--- src/rtl/iig_pkg.sv ---
// Shared integral-image definitions: frame geometry, word widths,
// rectangle-sum FSM states, corner signs and the xy-to-address helper.
package iig_pkg;

    localparam int IIG_IMG_W  = 80;
    localparam int IIG_IMG_H  = 60;
    localparam int IIG_ADDR_W = 13;
    localparam int IIG_DATA_W = 21;

    typedef enum logic [2:0] {
        ST_IDLE,
        ST_SLOT_A,
        ST_SLOT_B,
        ST_SLOT_C,
        ST_SLOT_D,
        ST_DRAIN,
        ST_DONE
    } rectState_t;

    typedef enum logic {
        SIGN_ADD = 1'b0,
        SIGN_SUB = 1'b1
    } cornerSign_t;

    // y*80 + x built from shifts only: y*80 = (y<<6) + (y<<4)
    function automatic logic [IIG_ADDR_W-1:0] xyToAddr(
        input logic [6:0] x,
        input logic [5:0] y
    );
        logic [IIG_ADDR_W-1:0] yw;
        yw = IIG_ADDR_W'(y);
        return (yw << 6) + (yw << 4) + IIG_ADDR_W'(x);
    endfunction

endpackage

--- src/rtl/iig_rect_acc.sv ---
// Read-return tag pipeline and signed corner accumulator
// for the rectangle-sum engine.
module iig_rect_acc
    import iig_pkg::*;
#(
    parameter int DATA_W = IIG_DATA_W,
    parameter int RD_LAT = 1
) (
    input  logic              iClk,
    input  logic              iReset,
    input  logic              iClear,
    input  logic              iRdreq,
    input  cornerSign_t       iSign,
    input  logic [DATA_W-1:0] iData,
    output logic [DATA_W-1:0] oSum
);

    logic        tagValid [RD_LAT];
    cornerSign_t tagSign  [RD_LAT];

    logic signed [DATA_W:0] acc;
    logic signed [DATA_W:0] dataExt;
    logic                   unusedAccMsb;

    assign dataExt = $signed({1'b0, iData});

    // Tags follow each strobe so that returning words meet their sign
    always_ff @(posedge iClk or posedge iReset) begin
        if (iReset) begin
            for (int i = 0; i < RD_LAT; i++) begin
                tagValid[i] <= 1'b0;
                tagSign[i]  <= SIGN_ADD;
            end
            acc <= '0;
        end else begin
            tagValid[0] <= iRdreq;
            tagSign[0]  <= iSign;
            for (int i = 1; i < RD_LAT; i++) begin
                tagValid[i] <= tagValid[i-1];
                tagSign[i]  <= tagSign[i-1];
            end
            if (iClear) begin
                acc <= '0;
            end else if (tagValid[RD_LAT-1]) begin
                if (tagSign[RD_LAT-1] == SIGN_SUB) begin
                    acc <= acc - dataExt;
                end else begin
                    acc <= acc + dataExt;
                end
            end
        end
    end

    assign oSum         = acc[DATA_W-1:0];
    assign unusedAccMsb = acc[DATA_W];

endmodule

--- src/rtl/iig_rect_sum.sv ---
// Rectangle-sum engine over the integral-image BRAM (D - B - C + A).
// Optional request bounds check: IIG_RECT_BOUNDS_CHECK_EN.
module iig_rect_sum
    import iig_pkg::*;
#(
    parameter int IMG_W  = IIG_IMG_W,
    parameter int IMG_H  = IIG_IMG_H,
    parameter int ADDR_W = IIG_ADDR_W,
    parameter int DATA_W = IIG_DATA_W,
    parameter int RD_LAT = 1
) (
    input  logic              iClk,
    input  logic              iReset,
    input  logic              iStart,
    input  logic [6:0]        iX,
    input  logic [5:0]        iY,
    input  logic [6:0]        iW,
    input  logic [5:0]        iH,
    output logic              oRdreq_to_IIGBRAM,
    output logic [ADDR_W-1:0] oAddr_to_IIGBRAM,
    input  logic [DATA_W-1:0] iData_from_IIGBRAM,
    output logic              oBusy,
    output logic              oValid,
    output logic [DATA_W-1:0] oSum,
    output logic              oError
);

    rectState_t state;
    rectState_t nextState;

    logic [6:0]        xReg;
    logic [6:0]        wReg;
    logic [5:0]        yReg;
    logic [5:0]        hReg;
    logic [1:0]        drainCnt;
    logic [DATA_W-1:0] accSum;
    logic [DATA_W-1:0] sumHold;

    logic              accept;
    logic              skip;
    logic              rdreq;
    logic [ADDR_W-1:0] addr;
    cornerSign_t       sign;

    logic [6:0] xLeft;
    logic [6:0] xRight;
    logic [5:0] yTop;
    logic [5:0] yBot;
    logic       hasLeft;
    logic       hasTop;

    assign accept  = iStart && (state == ST_IDLE || state == ST_DONE);
    assign xLeft   = xReg - 7'd1;
    assign xRight  = xReg + wReg - 7'd1;
    assign yTop    = yReg - 6'd1;
    assign yBot    = yReg + hReg - 6'd1;
    assign hasLeft = (xReg != 7'd0);
    assign hasTop  = (yReg != 6'd0);

`ifdef IIG_RECT_BOUNDS_CHECK_EN
    logic reqBad;
    logic errReg;
    logic errHold;

    assign reqBad = (iW == 7'd0) || (iH == 6'd0)
                 || (({1'b0, iX} + {1'b0, iW}) > 8'(IMG_W))
                 || (({1'b0, iY} + {1'b0, iH}) > 7'(IMG_H));

    always_ff @(posedge iClk or posedge iReset) begin
        if (iReset) begin
            errReg  <= 1'b0;
            errHold <= 1'b0;
        end else begin
            if (state == ST_DONE) errHold <= errReg;
            if (accept)           errReg  <= reqBad;
        end
    end

    assign skip   = errReg;
    assign oError = (state == ST_DONE) ? errReg : errHold;
`else
    localparam int unusedDims = IMG_W + IMG_H;

    assign skip   = 1'b0;
    assign oError = 1'b0;
`endif

    always_ff @(posedge iClk or posedge iReset) begin
        if (iReset) begin
            state    <= ST_IDLE;
            xReg     <= '0;
            yReg     <= '0;
            wReg     <= '0;
            hReg     <= '0;
            drainCnt <= '0;
            sumHold  <= '0;
        end else begin
            state <= nextState;
            if (accept) begin
                xReg <= iX;
                yReg <= iY;
                wReg <= iW;
                hReg <= iH;
            end
            if (state == ST_DRAIN) drainCnt <= drainCnt + 2'd1;
            else                   drainCnt <= '0;
            if (state == ST_DONE)  sumHold  <= accSum;
        end
    end

    always_comb begin
        nextState = state;
        unique case (state)
            ST_IDLE:   if (iStart) nextState = ST_SLOT_A;
            ST_SLOT_A: nextState = ST_SLOT_B;
            ST_SLOT_B: nextState = ST_SLOT_C;
            ST_SLOT_C: nextState = ST_SLOT_D;
            ST_SLOT_D: nextState = ST_DRAIN;
            ST_DRAIN:  if (drainCnt == 2'(RD_LAT - 1)) nextState = ST_DONE;
            ST_DONE:   nextState = iStart ? ST_SLOT_A : ST_IDLE;
            default:   nextState = ST_IDLE;
        endcase
    end

    // Missing corners (coordinate -1) issue no read and contribute zero
    always_comb begin
        rdreq = 1'b0;
        addr  = '0;
        sign  = SIGN_ADD;
        unique case (state)
            ST_SLOT_A: if (hasLeft && hasTop && !skip) begin
                rdreq = 1'b1;
                addr  = ADDR_W'(xyToAddr(xLeft, yTop));
            end
            ST_SLOT_B: if (hasTop && !skip) begin
                rdreq = 1'b1;
                sign  = SIGN_SUB;
                addr  = ADDR_W'(xyToAddr(xRight, yTop));
            end
            ST_SLOT_C: if (hasLeft && !skip) begin
                rdreq = 1'b1;
                sign  = SIGN_SUB;
                addr  = ADDR_W'(xyToAddr(xLeft, yBot));
            end
            ST_SLOT_D: if (!skip) begin
                rdreq = 1'b1;
                addr  = ADDR_W'(xyToAddr(xRight, yBot));
            end
            default: ;
        endcase
    end

    iig_rect_acc #(
        .DATA_W (DATA_W),
        .RD_LAT (RD_LAT)
    ) uAcc (
        .iClk   (iClk),
        .iReset (iReset),
        .iClear (accept),
        .iRdreq (rdreq),
        .iSign  (sign),
        .iData  (iData_from_IIGBRAM),
        .oSum   (accSum)
    );

    assign oRdreq_to_IIGBRAM = rdreq;
    assign oAddr_to_IIGBRAM  = addr;
    assign oBusy             = (state != ST_IDLE) && (state != ST_DONE);
    assign oValid            = (state == ST_DONE);
    assign oSum              = oValid ? accSum : sumHold;

endmodule

--- config.mk ---
export PLATFORM = sky130hd
export DESIGN_NAME = iig_rect_sum
export DESIGN_NICKNAME = d
export VERILOG_FILES = /design/src/rtl/iig_pkg.sv /design/src/rtl/iig_rect_acc.sv /design/src/rtl/iig_rect_sum.sv
export SDC_FILE = /design/constraint.sdc
export NUM_CORES = 1
export LEC_CHECK = 0
export BUFFER_PORTS_ARGS = -buffer_cell sky130_fd_sc_hd__buf_2
export CAP_MARGIN = 20
export CORE_MARGIN = 2
export CORE_UTILIZATION = 60
export DETAILED_ROUTE_END_ITERATION = 7
export PLACE_DENSITY_LB_ADDON = 0.12
export SYNTH_ARGS = -nofsm -noshare
export SYNTH_HDL_FRONTEND = slang
export SYNTH_HIERARCHICAL = 1
export SYNTH_SLANG_ARGS = --single-unit
--- constraint.sdc ---
create_clock -name iClk -period 5.8 [get_ports iClk]
set_input_delay 1.16 -clock iClk [delete_from_list [all_inputs] [get_ports iClk]]
set_output_delay 1.16 -clock iClk [all_outputs]
set_load 0.1 [all_outputs]
# Word-level counts from Yosys, hierarchy flattened

Cells that the tools add are included.

Flip-flop bits (word level): 76
Bits of input ports: 50

Add/sub/neg operators: 15
Equal/unequal tests: 9
Multiplexer cells: 18
Reductions and logical operators: 11

Operators by type and width:

| cell                                              | count |
|---|---|
| 2-to-1 mux 22 bit                                 | 3 |
| adder 13 x 7 -> 13 bit                            | 4 |
| one-hot mux 13 bit (4 select lines)               | 1 |
| 2-to-1 mux 13 bit                                 | 3 |
| adder 12 x 10 -> 13 bit                           | 2 |
| adder 22 bit                                      | 1 |
| subtractor 22 bit                                 | 1 |
| 2-to-1 mux 21 bit                                 | 1 |
| one-hot mux 3 bit (7 select lines)                | 1 |
| subtractor 7 x 1 -> 7 bit (second input constant) | 2 |
| subtractor 6 x 1 -> 6 bit (second input constant) | 2 |
| == test 3 bit (second input constant)             | 3 |
| adder 7 bit                                       | 1 |
| nonzero test 7 bit                                | 1 |
| adder 6 bit                                       | 1 |
| == test 3 x 2 -> 1 bit (second input constant)    | 2 |
| 2-to-1 mux 3 bit                                  | 2 |
| nonzero test 6 bit                                | 1 |
| 2-to-1 mux 1 bit                                  | 4 |
| one-hot mux 1 bit (4 select lines)                | 1 |
| == test 3 x 1 -> 1 bit (second input constant)    | 1 |
| logical AND 1 bit                                 | 3 |
| logical NOT 3 bit                                 | 1 |
| inequality test 3 bit (second input constant)     | 1 |
| 10 further kinds                                  | 10 |

# Depth between registers and ports, before layout

Gate-level depths: netlist of the first run.

Depth after elaboration: 6
Gate-level depth with buffers: 18

# Hierarchy

Netlist of the first run, hierarchy kept.

By module, submodules not included:

| module       | instances | cells an instance | area each (µm²) |
|---|---|---|---|
| iig_rect_sum | 1         | 496               | 4,159.0 |
| iig_rect_acc | 1         | 326               | 2,580.0 |

# Worst setup path before layout of the first run

Ideal clock, no wire load.

Path type: register -> output
Start point: reg yReg[1]
End point: out oAddr_to_IIGBRAM[8]
Data arrival time: 4,845 ps
Required time: 4,640 ps
Setup slack: -205 ps
Stages on the path, launching flop included: 15
Path buffers: 1
Path through: dfrtp_1 inv_1 ha_1 inv_1 ha_1 inv_1 fa_1 clkbuf_1 inv_1 ha_1 inv_1 fa_1 nor2_1 xnor2_1 o21ai_0

Longest elaborated chain between the ends: 6
Elaborated cells between the ends (all ways): 15

Ends and longest elaborated chain:

| item                                    | line                | text |
|---|---|---|
| start, declared                         | iig_rect_sum.sv:33  | `logic [5:0] yReg;` |
| start signal, assigned                  | iig_rect_sum.sv:101 | `yReg <= iY;` |
| adder 6 bit                             | iig_rect_sum.sv:56  | `assign yBot = yReg + hReg - 6'd1;` |
| subtractor 6 x 1 -> 6 bit               | iig_rect_sum.sv:56  |  |
| adder 12 x 10 -> 13 bit                 | iig_pkg.sv:32       | `return (yw << 6) + (yw << 4) + IIG_ADDR_W'(x);` |
| adder 13 x 7 -> 13 bit                  | iig_pkg.sv:32       |  |
| 2-to-1 mux 13 bit                       | iig_rect_sum.sv:140 | `ST_SLOT_C: if (hasLeft && !skip) begin` |
| one-hot mux 13 bit (4 select lines) (*) | iig_rect_sum.sv:130 | `unique case (state)` |
| end, declared                           | iig_rect_sum.sv:20  | `output logic [ADDR_W-1:0] oAddr_to_IIGBRAM,` |

Mark *: on every way between the ends. The rest lies on a longest branch, timed or not.

# Worst setup path after layout of the first run

Start point: reg yReg[1]
End point: out oAddr_to_IIGBRAM[11]

Same word-level chain as after synthesis.

==> flow_summary.toml, run 1 <==
[run_status]
status = "complete, no violations"

[cells_and_area]
layout_commonest_cell = "nand2_1"
mostFrequentLayoutCells = "nand2_1 (133), buf_2 (83), inv_1 (75), dfrtp_1 (75), ha_1 (64)"
fin_nets = 1019
antenna_cells = 0
nFillCells = 900
final_layout_size_suffix_gt1_frac = 0.149
syn2layout_area_growth_pct = 10.8

[setup_path]
crit_path_top_delay_cell = "fa_1"
path_depth = 17
path_cells = "inv_1, ha_1, inv_1, ha_1, inv_1, fa_1, inv_1, ha_1, inv_1, fa_1, or3_1, or3_1, o211ai_2, nand4_2, xnor2_1, a221o_1, buf_4"
path_max_fanout = 7
cp_slowest_stage_delay_ns = 0.58
crit_end = "oAddr_to_IIGBRAM[11]"
worstSetupEndpointType = "output port"
r2r-end = "uAcc/acc[20]"
path_delay_family = "adder cells"
path_common_cell = "inv_1"
reg2reg_from = "uAcc/tagSign"
cp.buffers_inverters = 6
cp-start-kind = "flip-flop"
startpoint = "yReg[1]"
r2r_setup_slack_ns = 2.08
crit_arrival_ns = 4.48
worstPathRequired_ns = 4.64
critical_path_class = "reg -> out"
ff2ff_path_depth = 11

[grt]
grt_pass1_vias = 5774
grt_max_degree = 53
grt_pass1_wl_mm = 26.6
grt_overflow = 0
track_usage = 0.277
antenna_found_initial = 0

[timing]
post-route-period-util = 0.973
hold_viol_final = 0
maxSlewViolCount = 0
worstMarginPinSlew_ns = 1.04
max_slew_margin = 0.303
fin_crit_ns = 5.64
rsz0062_at_grt = "true"
setup_viol = 0
max_freq_ghz = 0.177
fin_ws_ns = 0.156
fin_skew_ns = 0.00978

[drt]
drcViolationCount = 0
postRouteAntennaNets = 0
wl_per_cell_um = 15.9
dr_wl_met2_mm = 7.70
met1_length_mm = 7.65
drtPass1Iterations = 5
dr_wl_met3_um = 871
num_vias = 6143
totalWireLength_mm = 16.5
top_layer = "met4"
routed_via_density = 5.91
drt_iter0_drc = 402

[floorplan]
start_util = 0.619
rows = 38
pin_count = 88
coreArea_um2 = 10900
dieHeight_um = 110
die_w_um = 110
dieArea_um2 = 12100

[yosys]
synth_nets = 946
synth_edf_count = 0
seq_area_frac_synth = 0.278
ys_dominant_reg_cell = "dfrtp_1"
synth_top_area_cell = "dfrtp_1"
syn_area_um2 = 6740
async_reset_ff_frac = 1.00
avgSynthCellArea_um2 = 8.20
synth.area.top_cells = "dfrtp_1 (28%), ha_1 (12%), nand2_1 (7.4%)"
yosysWarnings = 6
synth_seq_cells = 75
synth_cells = 822
synth_cell_type_count = 81
yosys.area.top_type_share = 0.278

[placement]
gp_congestion = 0.913
hpwl_mm = 12.7
pre_cts_ws_ns = 0.524
io_buffers = 86

[clock_network]
ctsResizeCount = 0
cts_made_buffers = 9
path_clk_slew_ns = 0.08
cts_max_path_buffers = 2
root_buffer = "clkbuf_8"
cts_setup_buffers = 0
clock_latency_ns = 0.36
clock-sinks = 75
hold_buffers = 0
cts_tree = "done"
h-tree-depth = 3

[worst_hold_path]
min_path_type = "reg -> reg"

[flow_run]
cap_violations = 0
## flip-flops by register name (all words and copies together) (netlist names)
register and count:
hReg 6, state 3, yReg 6, sumHold 21, uAcc/tagValid 1, uAcc/tagSign 1, uAcc/acc 21, xReg 7
drainCnt 2, wReg 7
## layer usage
layer,track usage,up-vias
met5,0,-
met4,0.105,0
met3,0.0423,32
met2,0.448,196
met1,0.376,2918
li1,-,2997
## worst reg2reg max path, cell delays in order, from the launching register on
cell     delay (ns)
dfrtp_1        0.78
a31oi_1        0.21
nor2_1         0.31
o21ai_0        0.19
xnor2_1        0.23
ha_1           0.35
a21o_1         0.19
a21o_1         0.17
a221o_1        0.34
a31oi_1        0.18
mux2i_1        0.31
mux2_1         0.35
## per-stage QoR
stage	std cells	area, um2	hold slack (ns)	setup TNS (ns)	util
2_1_floorplan	822	6740	0.478	0	-
3_3_place_gp	1023	7260	0.451	0	0.666
3_5_place_dp	1023	7260	0.454	0	0.666
4_1_cts	1038	7420	0.475	0	0.681
5_1_grt	1039	7460	0.493	-0.0792	0.686
6_report	1039	7460	0.477	0	0.686
## how the worst min path moves through the flow
stage	start	to	slack (ns)	cells past startpoint
after floorplan	uAcc/acc[10]	uAcc/acc[10]	0.48	2
after global placement	sumHold[0]	sumHold[0]	0.45	2
after detailed placement	sumHold[6]	sumHold[6]	0.45	2
after CTS	sumHold[6]	sumHold[6]	0.48	2
after global routing	sumHold[7]	sumHold[7]	0.49	2
final	sumHold[6]	sumHold[6]	0.48	2
## final cells by class
type / instances / area [um2] / share of cell area
multi-input cells: 641 / 4480 / 0.600
flip-flops and latches: 75 / 1880 / 0.251
clock buffers: 12 / 145 / 0.0194
repair buffers: 90 / 480 / 0.0644
clock inverters: 3 / 15.0 / 0.00201
inverters: 78 / 293 / 0.0392
well taps: 140 / 175 / 0.0235
## cell usage after synthesis (all sizes together) (8+ instances only)
cell / n
ha: 65
nand3: 8
nand2: 133
nor2: 55
nand4: 8
buf: 12
a21o: 15
o21ai: 55
a31oi: 8
nor3: 17
o22ai: 10
nor2b: 12
inv: 78
nand2b: 9
clkbuf: 16
xor2: 13
or3: 11
fa: 9
a21oi: 51
dfrtp: 75
xnor2: 48
## cells by family after synthesis
logic type                 Yosys count  synth area share
and+or+nand+nor                    289             0.210
DFF                                 75             0.278
AOI/OAI and AO/OA                  200             0.192
buffers and inverters              106            0.0611
muxes                               13            0.0204
other                                1          0.000556
adders and majority gates           75             0.149
xor gates and xnor gates            63            0.0886
Power of run 1 is not shown: default switching activity piles up to over one toggle a cycle in this logic, so the estimate is an artifact.
==> run 2, diff against run 1 <==
CORE_MARGIN = 3   (was 2)
==> run 2 against run 1 <==
Effect of this change: via count about the same; clock skew is 0.0022 ns higher; critical path depth stayed put; sequential cell count stayed put; setup slack gained 0.085 ns; fmax rose by 1.5%; non-clock buffer count up 2; utilization is 0.47 points higher.
==> flow_summary.toml, run 2 (synthesis gave the netlist of run 1 again) <==
[worst_hold_path]
worst_hold_startpoint = "sumHold[17]"
whs_endpoint = "sumHold[17]"
min_path_type = "reg -> reg"
min_delay_path_depth = 2

[setup_path]
r2r_setup_slack_ns = 2.12
reg2reg_from = "uAcc/tagSign"
r2r-end = "uAcc/acc[20]"
ff2ff_path_depth = 11
path_max_fanout = 5
critical_path_class = "reg -> out"
worstSetupEndpointType = "output port"
cp-start-kind = "flip-flop"
crit_arrival_ns = 4.40
worstPathRequired_ns = 4.64

[drt]
postRouteAntennaNets = 0
drcViolationCount = 0
drt_iter0_drc = 418
drtPass1Iterations = 5
num_vias = 6147
wl_per_cell_um = 16.3
totalWireLength_mm = 17.0
routed_via_density = 5.90

[clock_network]
clock-sinks = 75
clock_latency_ns = 0.38
cts_made_buffers = 9
root_buffer = "clkbuf_8"
cts_setup_buffers = 0
hold_buffers = 0
path_clk_slew_ns = 0.08
cts_max_path_buffers = 2
h-tree-depth = 3
cts_tree = "done"
ctsResizeCount = 0

[timing]
maxSlewViolCount = 0
fin_skew_ns = 0.0119
worstMarginPinSlew_ns = 0.780
max_freq_ghz = 0.180
hold_viol_final = 0
fin_crit_ns = 5.56
setup_viol = 0
fin_hold_ws_ns = 0.481
max_slew_margin = 0.480
post-route-period-util = 0.958

[grt]
grt_pass1_wl_mm = 28.5
antenna_found_initial = 0
grt_pass1_vias = 6059
grt_max_degree = 53
grt_overflow = 0
track_usage = 0.275

[placement]
hpwl_mm = 13.2
place_inst = 1025
gp_congestion = 0.911
io_buffers = 86

[cells_and_area]
reg.largest.list = "sumHold (21), uAcc/acc (21)"
mostFrequentLayoutCells = "nand2_1 (133), buf_2 (83), inv_1 (75), dfrtp_1 (75), ha_1 (65)"
fin_nets = 1021
antenna_cells = 0
nFillCells = 895
final_layout_size_suffix_gt1_frac = 0.155
fin_cells = 1042
syn2layout_area_growth_pct = 11.5
layout_commonest_cell = "nand2_1"

[run_status]
status = "complete, no violations"

[flow_run]
cap_violations = 0

[floorplan]
rows = 38
die_w_um = 112
start_util = 0.619
dieHeight_um = 112
coreArea_um2 = 10900
dieArea_um2 = 12500
pin_count = 88
-- run 2: cell type report --
class	count	area (um2)	share of cell area
Clock buffer	10	138	0.0183
Clock inverter	6	48.8	0.00649
Inverter	78	293	0.0390
Multi-Input combinational cell	641	4480	0.596
Sequential cell	75	1880	0.250
Tap cell	140	175	0.0233
Timing Repair Buffer	92	503	0.0669
-- run 2: how the worst max path moves through the flow --
| stage | from | endpoint | slack [ns] | depth (start not counted) |
|---|---|---|---|---|
| floorplan | yReg[1] | oAddr_to_IIGBRAM[6] | 0.07 | 12 |
| global placement | yReg[1] | oAddr_to_IIGBRAM[11] | 0.72 | 16 |
| detailed placement | yReg[1] | oAddr_to_IIGBRAM[12] | 0.47 | 17 |
| CTS | yReg[1] | oAddr_to_IIGBRAM[12] | 0.04 | 17 |
| global route | yReg[1] | oAddr_to_IIGBRAM[11] | -0.002 | 17 |
| finish | yReg[1] | oAddr_to_IIGBRAM[11] | 0.24 | 17 |
-- run 2: worst max-delay path, stage by stage (launching register included) --
cell and delay (ns):
dfrtp_1 0.39, inv_1 0.12, ha_1 0.24, inv_1 0.07, ha_1 0.17, inv_1 0.06, fa_2 0.37, nand2b_1 0.19
a21oi_4 0.21, xor2_4 0.21, ha_1 0.32, or3_1 0.35, or3_1 0.33, o211ai_2 0.12, nand4_2 0.13, xnor2_1 0.16
a221o_1 0.36, buf_4 0.24
-- run 2: per-layer routing --
layer | up-vias | GRT usage | part of all wire
met4 | 0 | 0.0713 | 0.012
met5 | - | 0 | 0
li1 | 3009 | - | -
met1 | 2919 | 0.372 | 0.45
met3 | 26 | 0.0500 | 0.058
met2 | 193 | 0.460 | 0.48
-- run 2: per-stage QoR --
| step | setup WS [ns] | util | setup TNS (ns) | cell area [um2] |
|---|---|---|---|---|
| finish | 0.242 | 0.690 | 0 | 7520 |
| global route | -0.00184 | 0.690 | -0.00184 | 7520 |
| CTS | 0.0410 | 0.685 | 0 | 7460 |
| detailed placement | 0.472 | 0.668 | 0 | 7270 |
| global placement | 0.717 | 0.668 | 0 | 7270 |
| floorplan | 0.0668 | - | 0 | 6740 |
Power of run 2 is left out for the same reason.
